**config.mk**
```make
export PLATFORM = sky130hd
export DESIGN_NAME = sc_fifo_wr_arbiter
export DESIGN_NICKNAME = d
export VERILOG_FILES = /design/src/rtl/sc_fifo_pkg.sv /design/src/rtl/sc_fifo_wr_arbiter_picker.sv /design/src/rtl/sc_fifo_wr_arbiter.sv
export SDC_FILE = /design/constraint.sdc
export NUM_CORES = 1
export LEC_CHECK = 0
export CAP_MARGIN = 15
export CORE_MARGIN = 5
export CORE_UTILIZATION = 41
export CTS_BUF_LIST = sky130_fd_sc_hd__clkbuf_8 sky130_fd_sc_hd__clkbuf_16
export DETAILED_ROUTE_END_ITERATION = 10
export HOLD_SLACK_MARGIN = 0.15
export PLACE_DENSITY = 0.84
export SETUP_SLACK_MARGIN = 0.1
export SLEW_MARGIN = 20
export SYNTH_ARGS = -nofsm -noshare
export SYNTH_HDL_FRONTEND = slang
export SYNTH_HIERARCHICAL = 1
export SYNTH_SLANG_ARGS = --single-unit
```
**constraint.sdc**
```tcl
create_clock -name clk -period 2.9 [get_ports clk]
set_clock_uncertainty 0.05 [all_clocks]
set_input_delay 0.435 -clock clk [delete_from_list [all_inputs] [get_ports clk]]
set_output_delay 0.435 -clock clk [all_outputs]
set_load 0.03 [all_outputs]
```
**src/rtl/sc_fifo_pkg.sv**
```systemverilog
// Shared types and helpers for the shared-FIFO write arbiter.
package sc_fifo_pkg;

  typedef enum logic {IDLE = 1'b0, GRANT = 1'b1} arb_state_e;

  localparam int MAX_REQ   = 32;
  localparam int MAX_IDX_W = 5;

  typedef struct packed {
    logic                 found;
    logic [MAX_IDX_W-1:0] idx;
  } rr_pick_t;

  function automatic int clog2_w(input int n);
    return (n <= 2) ? 1 : $clog2(n);
  endfunction

  // First set bit of valid[n-1:0] scanning ptr, ptr+1, ... with explicit wrap at n.
  function automatic rr_pick_t rr_pick(input logic [MAX_REQ-1:0] valid,
                                       input int ptr, input int n);
    rr_pick_t             res;
    int                   cand;
    logic [MAX_IDX_W-1:0] c5;
    res = '0;
    for (int k = 0; k < MAX_REQ; k++) begin
      if (k < n) begin
        cand = ptr + k;
        if (cand >= n) cand = cand - n;
        c5 = cand[MAX_IDX_W-1:0];
        if (!res.found && valid[c5]) begin
          res.found = 1'b1;
          res.idx   = c5;
        end
      end
    end
    return res;
  endfunction

endpackage

```
**src/rtl/sc_fifo_wr_arbiter_picker.sv**
```systemverilog
// Combinational rotate-priority selector: first valid index at or after the start pointer.
module rr_priority_picker
  import sc_fifo_pkg::*;
#(
  parameter int N_REQ = 4
) (
  input  logic [N_REQ-1:0]         valid_i,
  input  logic [$clog2(N_REQ)-1:0] ptr_i,
  output logic [$clog2(N_REQ)-1:0] idx_o,
  output logic                     found_o
);
  localparam int IW = $clog2(N_REQ);

  logic [MAX_REQ-1:0] valid_ext;
  rr_pick_t           pick;

  always_comb begin
    valid_ext             = '0;
    valid_ext[N_REQ-1:0]  = valid_i;
    pick                  = rr_pick(valid_ext, int'(ptr_i), N_REQ);
    found_o               = pick.found;
    idx_o                 = '0;
    for (int i = 0; i < N_REQ; i++) begin
      if (pick.idx == MAX_IDX_W'(i)) idx_o = IW'(i);
    end
  end

endmodule

```
**src/rtl/sc_fifo_wr_arbiter.sv**
```systemverilog
// Round-robin write arbiter letting N_REQ producers share one FIFO write port.
// One arbitration cycle per grant, bursts capped at MAX_BURST, stalls on FIFO full.
module sc_fifo_wr_arbiter
  import sc_fifo_pkg::*;
#(
  parameter int N_REQ      = 4,
  parameter int DATA_WIDTH = 8,
  parameter int MAX_BURST  = 4
) (
  input  logic                        clk,
  input  logic                        rst_n,
  input  logic                        flush,
  input  logic [N_REQ-1:0]            req_valid,
  input  logic [N_REQ*DATA_WIDTH-1:0] req_data,
  input  logic [N_REQ-1:0]            req_last,
  output logic [N_REQ-1:0]            req_ready,
  output logic [DATA_WIDTH-1:0]       fifo_d,
  output logic                        fifo_we,
  output logic                        fifo_sclr,
  input  logic                        fifo_full,
  output logic [$clog2(N_REQ)-1:0]    grant_id,
  output logic                        busy
);
  localparam int IW = $clog2(N_REQ);
  localparam int CW = clog2_w(MAX_BURST + 1);

  arb_state_e      state_q, state_d;
  logic [IW-1:0]   rr_ptr_q, rr_ptr_d;
  logic [IW-1:0]   grant_id_q, grant_id_d;
  logic [CW-1:0]   beat_cnt_q, beat_cnt_d;
  logic            busy_q, busy_d;

  logic [IW-1:0]         pick_idx;
  logic                  pick_found;
  logic                  own_valid, own_last, own_rdy, xfer, rel_grant;
  logic [DATA_WIDTH-1:0] own_data;
  logic [IW-1:0]         next_ptr;

  rr_priority_picker #(.N_REQ(N_REQ)) u_picker (
    .valid_i (req_valid),
    .ptr_i   (rr_ptr_q),
    .idx_o   (pick_idx),
    .found_o (pick_found)
  );

  assign own_valid = req_valid[grant_id_q];
  assign own_last  = req_last[grant_id_q];

  always_comb begin
    own_data = '0;
    for (int i = 0; i < N_REQ; i++) begin
      if (grant_id_q == IW'(i)) own_data = req_data[i*DATA_WIDTH +: DATA_WIDTH];
    end
  end

  // Ready also drops while reset is held, so no beat is taken while the FIFO is being cleared.
  assign own_rdy   = (state_q == GRANT) && !fifo_full && !flush && rst_n;
  assign xfer      = own_valid && own_rdy;
  assign rel_grant = !own_valid || (xfer && (own_last || beat_cnt_q == CW'(MAX_BURST - 1)));
  assign next_ptr  = (grant_id_q == IW'(N_REQ - 1)) ? '0 : grant_id_q + 1'b1;

  always_comb begin
    req_ready = '0;
    if (own_rdy) req_ready[grant_id_q] = 1'b1;
  end

  assign fifo_we   = xfer;
  assign fifo_d    = (state_q == GRANT) ? own_data : '0;
  assign fifo_sclr = flush || !rst_n;
  assign grant_id  = grant_id_q;
  assign busy      = busy_q;

  always_comb begin
    state_d    = state_q;
    rr_ptr_d   = rr_ptr_q;
    grant_id_d = grant_id_q;
    beat_cnt_d = beat_cnt_q;
    busy_d     = busy_q;
    if (flush) begin
      state_d    = IDLE;
      beat_cnt_d = '0;
      busy_d     = 1'b0;
    end else begin
      case (state_q)
        IDLE: begin
          if (pick_found) begin
            state_d    = GRANT;
            grant_id_d = pick_idx;
            beat_cnt_d = '0;
            busy_d     = 1'b1;
          end
        end
        GRANT: begin
          if (rel_grant) begin
            state_d    = IDLE;
            busy_d     = 1'b0;
            beat_cnt_d = '0;
            rr_ptr_d   = next_ptr;
          end else if (xfer) begin
            beat_cnt_d = beat_cnt_q + 1'b1;
          end
        end
        default: state_d = IDLE;
      endcase
    end
  end

  always_ff @(posedge clk) begin
    if (!rst_n) begin
      state_q    <= IDLE;
      rr_ptr_q   <= '0;
      grant_id_q <= '0;
      beat_cnt_q <= '0;
      busy_q     <= 1'b0;
    end else begin
      state_q    <= state_d;
      rr_ptr_q   <= rr_ptr_d;
      grant_id_q <= grant_id_d;
      beat_cnt_q <= beat_cnt_d;
      busy_q     <= busy_d;
    end
  end

endmodule

```
# --- Yosys cells after proc, flatten, opt, wreduce, memory -nomap -nowiden ---
# Index checks and enable logic that the tools add are counted.
op_classes:
  n_eq_ne: 10
  n_reduce_logical: 25
  mux: 42
  order_cmp: 10
  addsub: 9
  bitwise_logic: 3
ops:
  columns: ["op", "n"]
  rows:
  - ["32-bit by 4-bit greater-or-equal comparator with 1-bit output, second input constant", 3]
  - ["8-bit two-way mux", 5]
  - ["5-bit by 6-bit < comparator with 1-bit output, second input constant", 4]
  - ["6-bit two-way mux", 4]
  - ["1-bit binary-select mux with 5-bit select", 4]
  - ["5-bit two-way mux", 4]
  - ["5-bit by 4-bit subtractor with 5-bit output, second input constant", 3]
  - ["1-bit two-way mux", 12]
  - ["5-bit by 2-bit equality test with 1-bit output, second input constant", 2]
  - ["1-bit logical AND", 9]
  - ["3-bit two-way mux", 3]
  - ["1-bit logical NOT", 7]
  - ["2-bit by 2-bit adder with 3-bit output, second input constant", 2]
  - ["2-bit two-way mux", 3]
  - ["3-bit one-hot mux with 2 select lines", 1]
  - ["3-bit AND reduction", 2]
  - ["5-bit by 1-bit equality test with 1-bit output, second input constant", 1]
  - ["1-bit binary-select mux with 2-bit select", 2]
  - ["2-bit equality test, second input constant", 2]
  - ["4-bit two-way mux", 1]
  - ["2-bit by 1-bit inequality test with 1-bit output, second input constant", 2]
  - ["1-bit one-hot mux with 2 select lines", 2]
  - ["2-bit AND reduction", 2]
  - ["2-bit by 3-bit subtractor with 4-bit output, second input constant", 1]
  - ["14 further kinds", 18]
totals:
  out_inout_bits: 17
  in_bits: 44
  word_cells: 104
  reg_bits: 9

# --- Longest topological paths before layout ---
# Gate-level depths: netlist of the first run.
depth:
  depth_word: 18
  depth_mapped: 10
  mapped_depth_nobuf: 9

# --- Modules after synthesis ---
# Netlist of the first run, hierarchy kept.
modules_own_cells:
  columns: ["mod", "cells_per_inst", "area_each_um2", "instances", "seq_area_each_um2"]
  rows:
  - ["sc_fifo_wr_arbiter", 129, 884.6, 1, 180.2]
  - ["rr_priority_picker", 41, 357.8, 1, 0.0]

# --- Least setup slack after synthesis of the first run ---
# OpenSTA, ideal clock, no wires.
synth_path:
  path_kind: "register to output"
  from: "reg grant_id_q[0] (netlist: grant_id[0])"
  to: "out fifo_d[5]"
  t_required_ns: 2.415
  arrival_time_ns: 2.067
  stages_incl_launch_ff: 8
  slack_ns: 0.348
  path_buffers: 2
  path_cell_list: "dfxtp_1 ha_1 clkbuf_1 clkbuf_1 nand2_1 o21ai_0 o211ai_1 a21oi_1"
synth_between:
  elab_chain_len: 6
synth_rtl:
  columns: ["item", "line_no", "rtl"]
  rows:
  - ["start: declaration", "sc_fifo_wr_arbiter.sv:29", "logic [IW-1:0] grant_id_q, grant_id_d;"]
  - ["start signal: assignment", "sc_fifo_wr_arbiter.sv:118", "grant_id_q <= grant_id_d;"]
  - ["2-bit logical NOT", "sc_fifo_wr_arbiter.sv:52", "if (grant_id_q == IW'(i)) own_data = req_data[i*DATA_WIDTH +: DATA_WIDTH];"]
  - ["8-bit two-way mux (3 in a row)", "sc_fifo_wr_arbiter.sv:52", null]
  - ["8-bit two-way mux (*)", "sc_fifo_wr_arbiter.sv:52", null]
  - ["8-bit two-way mux (*)", "sc_fifo_wr_arbiter.sv:68", "assign fifo_d = (state_q == GRANT) ? own_data : '0;"]
  - ["end: declaration", "sc_fifo_wr_arbiter.sv:17", "output logic [DATA_WIDTH-1:0] fifo_d,"]
# Every way passes the cells marked *; elsewhere a longest branch is shown, timed or not.

# --- Worst setup path after layout of the first run ---
layout_path:
  from: "reg grant_id_q[0] (netlist: grant_id[0])"
  to: "out fifo_d[0]"
# The elaborated chain is that of the path after synthesis.

==> results.md, run 1 <==
- Yosys Warn Count: 6
- Commonest non-fill, non-tap cell in the layout: clkdlybuf4s50_1
- Post-synthesis sequential area ratio: 14.50%
- P&R area growth vs syn: 55.89%
- First-pass GRT wire length: between 5 and 6 mm
- Peak VDD IR: 0.0001600 V
- Final hold vios: 0
- Max Slew Vio Count: 0
- N_diodes: 0
- Power Density: approximately 270 nW/um2
- Crit path DAT: approximately 2.2 ns
- Multiplexer area fraction after synthesis: between 10% and 20%
- Final setup fails: 0
- Critical path class: flop to output port
- Core area: 2978 um2
- Vias per inst: 5.337
- Top_reg_cell synth: dfxtp_1
- Pre-Repair DR Iteration Count: 4
- Metal-1 WL: 1.714 mm
- Crit-path max FO: 9
- Mapped Area: between 1000 and 1500 um2
- Antenna viol nets, final: 0
- CTS tree: done
- Fin crit period: 2.670 ns
- Yosys reg bits: 9
- Post-route DRC: 0
- Mapped Cells: 170
- Initial core utilization: 41.72%
- Unique masters post-synth: 40
- Post-CTS Repair Setup Buffers: 0
- Placed inst area: 1874 um2
- # IOs: 61
- Dpl hpwl: 3.048 mm
- Worst-path clk slew: roughly 0.05 ns
- Least-Margin Pin Slew: between 0.6 and 0.7 ns
- Number of synthesized flops with an enable pin: 0
- Routed wl met3: ~200 um
- Share of post-route cells with drive strength above 1: about a tenth
- Worst skew pair latency: between 0.2 and 0.25 ns
- Setup_tns: 0 ns
- Logic gate share of total power: 45.4%
- CTS Buf Count: 3
- Root buf cell: clkbuf_8
- Via Count: 1409
- Drt initial violations: roughly 110
- Fin nets: between 200 and 300
- Switching Fraction: about a third
- Hold buffer count at cts: 0
- Post-synthesis async set-or-reset flop share: 0%
- Post-Synth XOR/XNOR Area: 0%
- Max Cap Viol: 0
- WL final: approximately 3.7 mm
- NetSw: roughly 0.00018 W
- Vias in the first global route: ~1300
- FF+latch area: ~180 um2
- RSZ-0062 raised after global routing: true
- Req. time, crit path: around 2.4 ns
- Overall routing resource usage: about 18%
- Synth Area in Adders: 11.08%
- Status: finished, final reports clean
- Max Used Layer: met4
- Final GP Congestion: between 0.8 and 0.9
- # placed instances: 260
- # H-tree levels: 1
- Syn_area_per_cell: around 7.3 um2
- Compound-cell area share of the yosys netlist: between 20% and 30%
- Die width: 65.05 um
- Clk buf depth: 2
- Internal: about 0.00035 W
- Clock Sinks: 9
- Port bufs: 60
- Post-route cell area: 1937 um2
- Reg power frac: between 20 and 30%
- Resize count post-CTS: 2
- Clock power share: 28.7%
- Die area: ~4200 um2
- Simple logic cell fraction of the synthesized area: 29.31%
- Cell Count, Final, Fillers Out: between 200 and 300
- Net Count, Synth: between 200 and 250
- Slew headroom: about three fifths
- Floorplan row count: 20
- Initial antenna violation count: 0
- Most frequent cells in the layout: clkdlybuf4s50_1, nand2_1, a21oi_1, buf_4, nand2b_1
- Wire length on met2: 1.807 mm
- Die Y-Extent: about 65 um
- Startpoint Class: flop
- Final period utilization: between 90% and 100%
- Filler cells: ~250
- Critical Path End Type: output port
- Remaining global-route overflow: 0
- Lkg Pwr: 0.8060 nW
- Max Clock Freq: around 0.37 GHz
- Area occupied by multi-input gates: ~990 um2
- Hold WC Path Type: flop to flop
- Routed len/inst: around 14 um
- Largest net degree at the start of global routing: 18
- Largest family of logic cells by synthesized area: simple AND/OR/NAND/NOR gates
## flip-flops by register name (all words and copies together) (netlist names)
name,count
beat_cnt_q,3
busy,1
grant_id,2
rr_ptr_q,2
state_q,1
## layout make-up
type,count,share of cell area [%]
Clock inverter,1,0.1938
Tap cell,33,2.132
Sequential cell,9,9.302
Inverter,9,1.744
Timing Repair Buffer,67,33.59
Multi-Input combinational cell,142,50.90
Clock buffer,3,2.132
## kinds of logic (layout without fill, tap and decap cells)
logic type,count (synthesis),in the layout
multiplexers,11,11
buffers and inverters,19,80
flip-flops,9,9
AO/OA/AOI/OAI,48,48
AND/OR/NAND/NOR,72,72
adder cells (fa/ha/maj),11,11
## cells in the mapped netlist, drive strengths merged, types with 3 or more instances
cell,instances,area (um2)
dfxtp,9,180.2
nor3,3,15.01
mux4,3,75.07
and2,4,25.02
inv,8,30.03
nor2,7,26.28
o21ai,13,65.06
o211ai,9,67.56
nand2b,10,62.56
nand2,33,123.9
nand3,4,20.02
a21oi,14,70.07
nor2b,3,18.77
a21boi,3,22.52
clkbuf,5,20.01
buf,5,30.02
ha,11,137.6
mux2i,8,80.08
## through the flow
step | setup slack, ns | util, % | total power [W] | hold WS (ns)
2_1_floorplan | 0.3476 | - | 0.0002660 | 0.3936
3_3_place_gp | 0.2909 | 62.94 | 0.0003707 | 0.4054
5_1_grt | 0.07801 | 65.04 | 0.0005509 | 0.4526
6_report | 0.2301 | 65.04 | 0.0005237 | 0.4179
4_1_cts | 0.1412 | 64.62 | 0.0005245 | 0.4238
3_5_place_dp | 0.2914 | 62.94 | 0.0003740 | 0.4175
## final timing paths
check                           start  depth (start not counted)                        to  slack (ns)
min reg2reg         busy$_SDFFE_PP0P_                          2         busy$_SDFFE_PP0P_        0.42
max          grant_id[0]$_SDFFE_PN0P_                          7                 fifo_d[0]        0.23
max reg2reg  rr_ptr_q[0]$_SDFFE_PN0P_                          9  grant_id[1]$_SDFFE_PN0P_        0.44
min                 busy$_SDFFE_PP0P_                          2         busy$_SDFFE_PP0P_        0.42
## routing by layer
metal	global-route usage (%)	up-vias
li1	-	725
met1	22.75	645
met2	29.50	35
met3	3.640	4
met4	5.181	0
met5	0	-
## worst max-delay path, cell delays in order (launching register included)
cell and delay [ns]:
dfxtp_1 0.34, inv_1 0.12, ha_2 0.28, nand2_1 0.07
o21ai_0 0.15, o211ai_1 0.12, a21oi_1 0.18, clkdlybuf4s50_1 0.70
## power groups by stage
| stage | registers (W) | clock network [W] | logic, W |
|---|---|---|---|
| after floorplan | 0.000141 | 0 | 0.000125 |
| after global placement | 0.000138 | 0 | 0.000233 |
| after detailed placement | 0.000138 | 0 | 0.000236 |
| after CTS | 0.000136 | 0.000151 | 0.000238 |
| after global routing | 0.000137 | 0.000158 | 0.000257 |
| final | 0.000136 | 0.000150 | 0.000238 |
Power figures use the tool's default switching activity.
==> run 2, diff against run 1 <==
- CAP_MARGIN: 15 -> 20
- CELL_PAD_IN_SITES_DETAIL_PLACEMENT: unset -> 2
- CELL_PAD_IN_SITES_GLOBAL_PLACEMENT: unset -> 2
- CORE_UTILIZATION: 41 -> 21
- PLACE_DENSITY: 0.84 -> 0.83
==> run 2 against run 1 <==
Cell count rose by 16%. Combinational power rose by 5%. Critical path depth did not move. Non-clock buffer count rose by 1. Wire length rose by 36%. Clock power fell by 4%.
==> results.md, run 2 (synthesis gave the netlist of run 1 again) <==
- Startpoint Class: flop (unchanged)
- Dpl hpwl: 4.188 mm (was 3.048 mm)
- Floorplan row count: 28 (was 20)
- Final GP Congestion: 0.7758 (was 0.8406)
- Cell depth of the worst min-delay path: 2 (unchanged)
- Final setup fails: 0 (unchanged)
- Largest net degree at the start of global routing: 18 (unchanged)
- Commonest non-fill, non-tap cell in the layout: clkdlybuf4s50_1 (unchanged)
- N_diodes: 0 (unchanged)
- Resize count post-CTS: 4 (was 2)
- Initial core utilization: 21.24% (was 41.72%)
- Die width: 86.92 um (was 65.05 um)
- Worst-path clk slew: 0.05 ns (about the same)
- Worst reg2reg path depth: 10 (was 9)
- Pre-Repair DR Iteration Count: 4 (unchanged)
- Fin crit period: 2.701 ns (was 2.670 ns)
- Via Count: 1475 (was 1409)
- Max Cap Viol: 0 (unchanged)
- Vias per inst: 4.805 (was 5.337)
- Post-route cell area: 2014 um2 (was 1937 um2)
- Peak VDD IR: 0.0001438 V (was 0.0001600 V)
- RSZ-0062 raised after global routing: true (unchanged)
- Crit path DAT: 2.22 ns (was 2.18 ns)
- Largest Register: beat_cnt_q (unchanged)
- Overall routing resource usage: 13.60% (was 17.64%)
- Lkg Pwr: 0.8517 nW (was 0.8060 nW)
- Area occupied by multi-input gates: 996.0 um2 (was 985.9 um2)
- Setup_tns: 0 ns (unchanged)
- Critical path class: flop to output port (unchanged)
- Drt initial violations: 33 (was 109)
- Fin nets: 288 (was 287)
- Slew headroom: 57.35% (was 58.76%)
- Share of post-route cells with drive strength above 1: 11.21% (was 10.39%)
- P&R area growth vs syn: 62.13% (was 55.89%)
- WL final: 5.084 mm (was 3.748 mm)
- FF+latch area: 180.2 um2 (unchanged)
- Final hold vios: 0 (unchanged)
- Post-CTS Repair Setup Buffers: 0 (unchanged)
- Placed inst area: 1934 um2 (was 1874 um2)
- Hold buffer count at cts: 0 (unchanged)
- Least-Margin Pin Slew: 0.6349 ns (was 0.6139 ns)
- Req. time, crit path: 2.41 ns (about the same)
- Most frequent cells in the layout: clkdlybuf4s50_1, nand2_1, a21oi_1, buf_4, nand2b_1 (unchanged)
- Initial antenna violation count: 0 (unchanged)
- # H-tree levels: 1 (unchanged)
- Max Slew Vio Count: 0 (unchanged)
- Routed len/inst: 16.56 um (was 14.20 um)
- Root buf cell: clkbuf_8 (unchanged)
- Core area: 5851 um2 (was 2978 um2)
- Worst skew pair latency: 0.23 ns (was 0.24 ns)
- Clock Sinks: 9 (unchanged)
- Power Density: 262.6 nW/um2 (was 270.4 nW/um2)
- Die area: 7555 um2 (was 4232 um2)
- Remaining global-route overflow: 0 (unchanged)
- Clk buf depth: 2 (unchanged)
- Critical Path End Type: output port (unchanged)
- Crit-path max FO: 9 (unchanged)
- Status: finished, final reports clean (unchanged)
- CTS tree: done (unchanged)
- Die Y-Extent: 86.92 um (was 65.05 um)
- Max reg flops: 3 (unchanged)
- Port bufs: 60 (unchanged)
- Filler cells: 671 (was 252)
- # IOs: 61 (unchanged)
- Antenna viol nets, final: 0 (unchanged)
- Max Clock Freq: 0.3703 GHz (was 0.3745 GHz)
- Post-route DRC: 0 (unchanged)
- Vias in the first global route: 1582 (was 1285)
- First-pass GRT wire length: 8.273 mm (was 5.920 mm)
- Final period utilization: 93.12% (was 92.07%)
- Hold WC Path Type: flop to flop (unchanged)
- CTS Buf Count: 3 (unchanged)
run 2: metal layers:
metal / wire [um] / global-route usage, % / vias up / part of all wire, %
met5: 0 / 0 / - / 0
met4: 75 / 1.983 / 0 / 1.5
met3: 110 / 2.081 / 6 / 2.2
met2: 2591 / 23.46 / 22 / 51
met1: 2307 / 18.16 / 720 / 45
li1: - / - / 727 / -
run 2: worst max-delay path: stages (launching register included):
cell and delay [ns]:
dfxtp_1 0.34, inv_1 0.12, ha_2 0.29, nand2_1 0.07, o21ai_0 0.18, o211ai_1 0.12, a21oi_1 0.16, clkdlybuf4s50_1 0.70
run 2: through the flow:
| stage | hold WS [ns] | utilization, % | setup slack (ns) | total power (W) | std cells |
|---|---|---|---|---|---|
| 5_1_grt | 0.4381 | 34.43 | 0.1006 | 0.0005634 | 307 |
| 3_3_place_gp | 0.4010 | 33.06 | 0.2758 | 0.0003792 | 303 |
| 4_1_cts | 0.4221 | 33.94 | 0.1391 | 0.0005344 | 307 |
| 6_report | 0.4164 | 34.43 | 0.1995 | 0.0005289 | 307 |
| 2_1_floorplan | 0.3936 | - | 0.3476 | 0.0002660 | 170 |
| 3_5_place_dp | 0.4152 | 33.06 | 0.2330 | 0.0003864 | 303 |
run 2: final cells by class:
class | instances | share of cell area (%)
Clock inverter | 1 | 0.1863
Timing Repair Buffer | 68 | 32.86
Multi-Input combinational cell | 142 | 49.44
Sequential cell | 9 | 8.944
Inverter | 9 | 1.863
Tap cell | 75 | 4.658
Clock buffer | 3 | 2.050
run 2: worst paths after layout:
check                             startpoint                         end  slack (ns)
hold reg to reg   beat_cnt_q[2]$_SDFFE_PP0P_  beat_cnt_q[2]$_SDFFE_PP0P_        0.42
hold / removal    beat_cnt_q[2]$_SDFFE_PP0P_  beat_cnt_q[2]$_SDFFE_PP0P_        0.42
setup / recovery    grant_id[0]$_SDFFE_PN0P_                   fifo_d[0]        0.20
setup reg to reg    rr_ptr_q[0]$_SDFFE_PN0P_    grant_id[0]$_SDFFE_PN0P_        0.56
run 2: power breakdown:
part	total [W]	switching, W	internal (W)
sequential	0.000134	0.00000550	0.000129
combinational	0.000251	0.000122	0.000128
clock	0.000144	0.0000517	0.0000924
total	0.000529	0.000179	0.000349
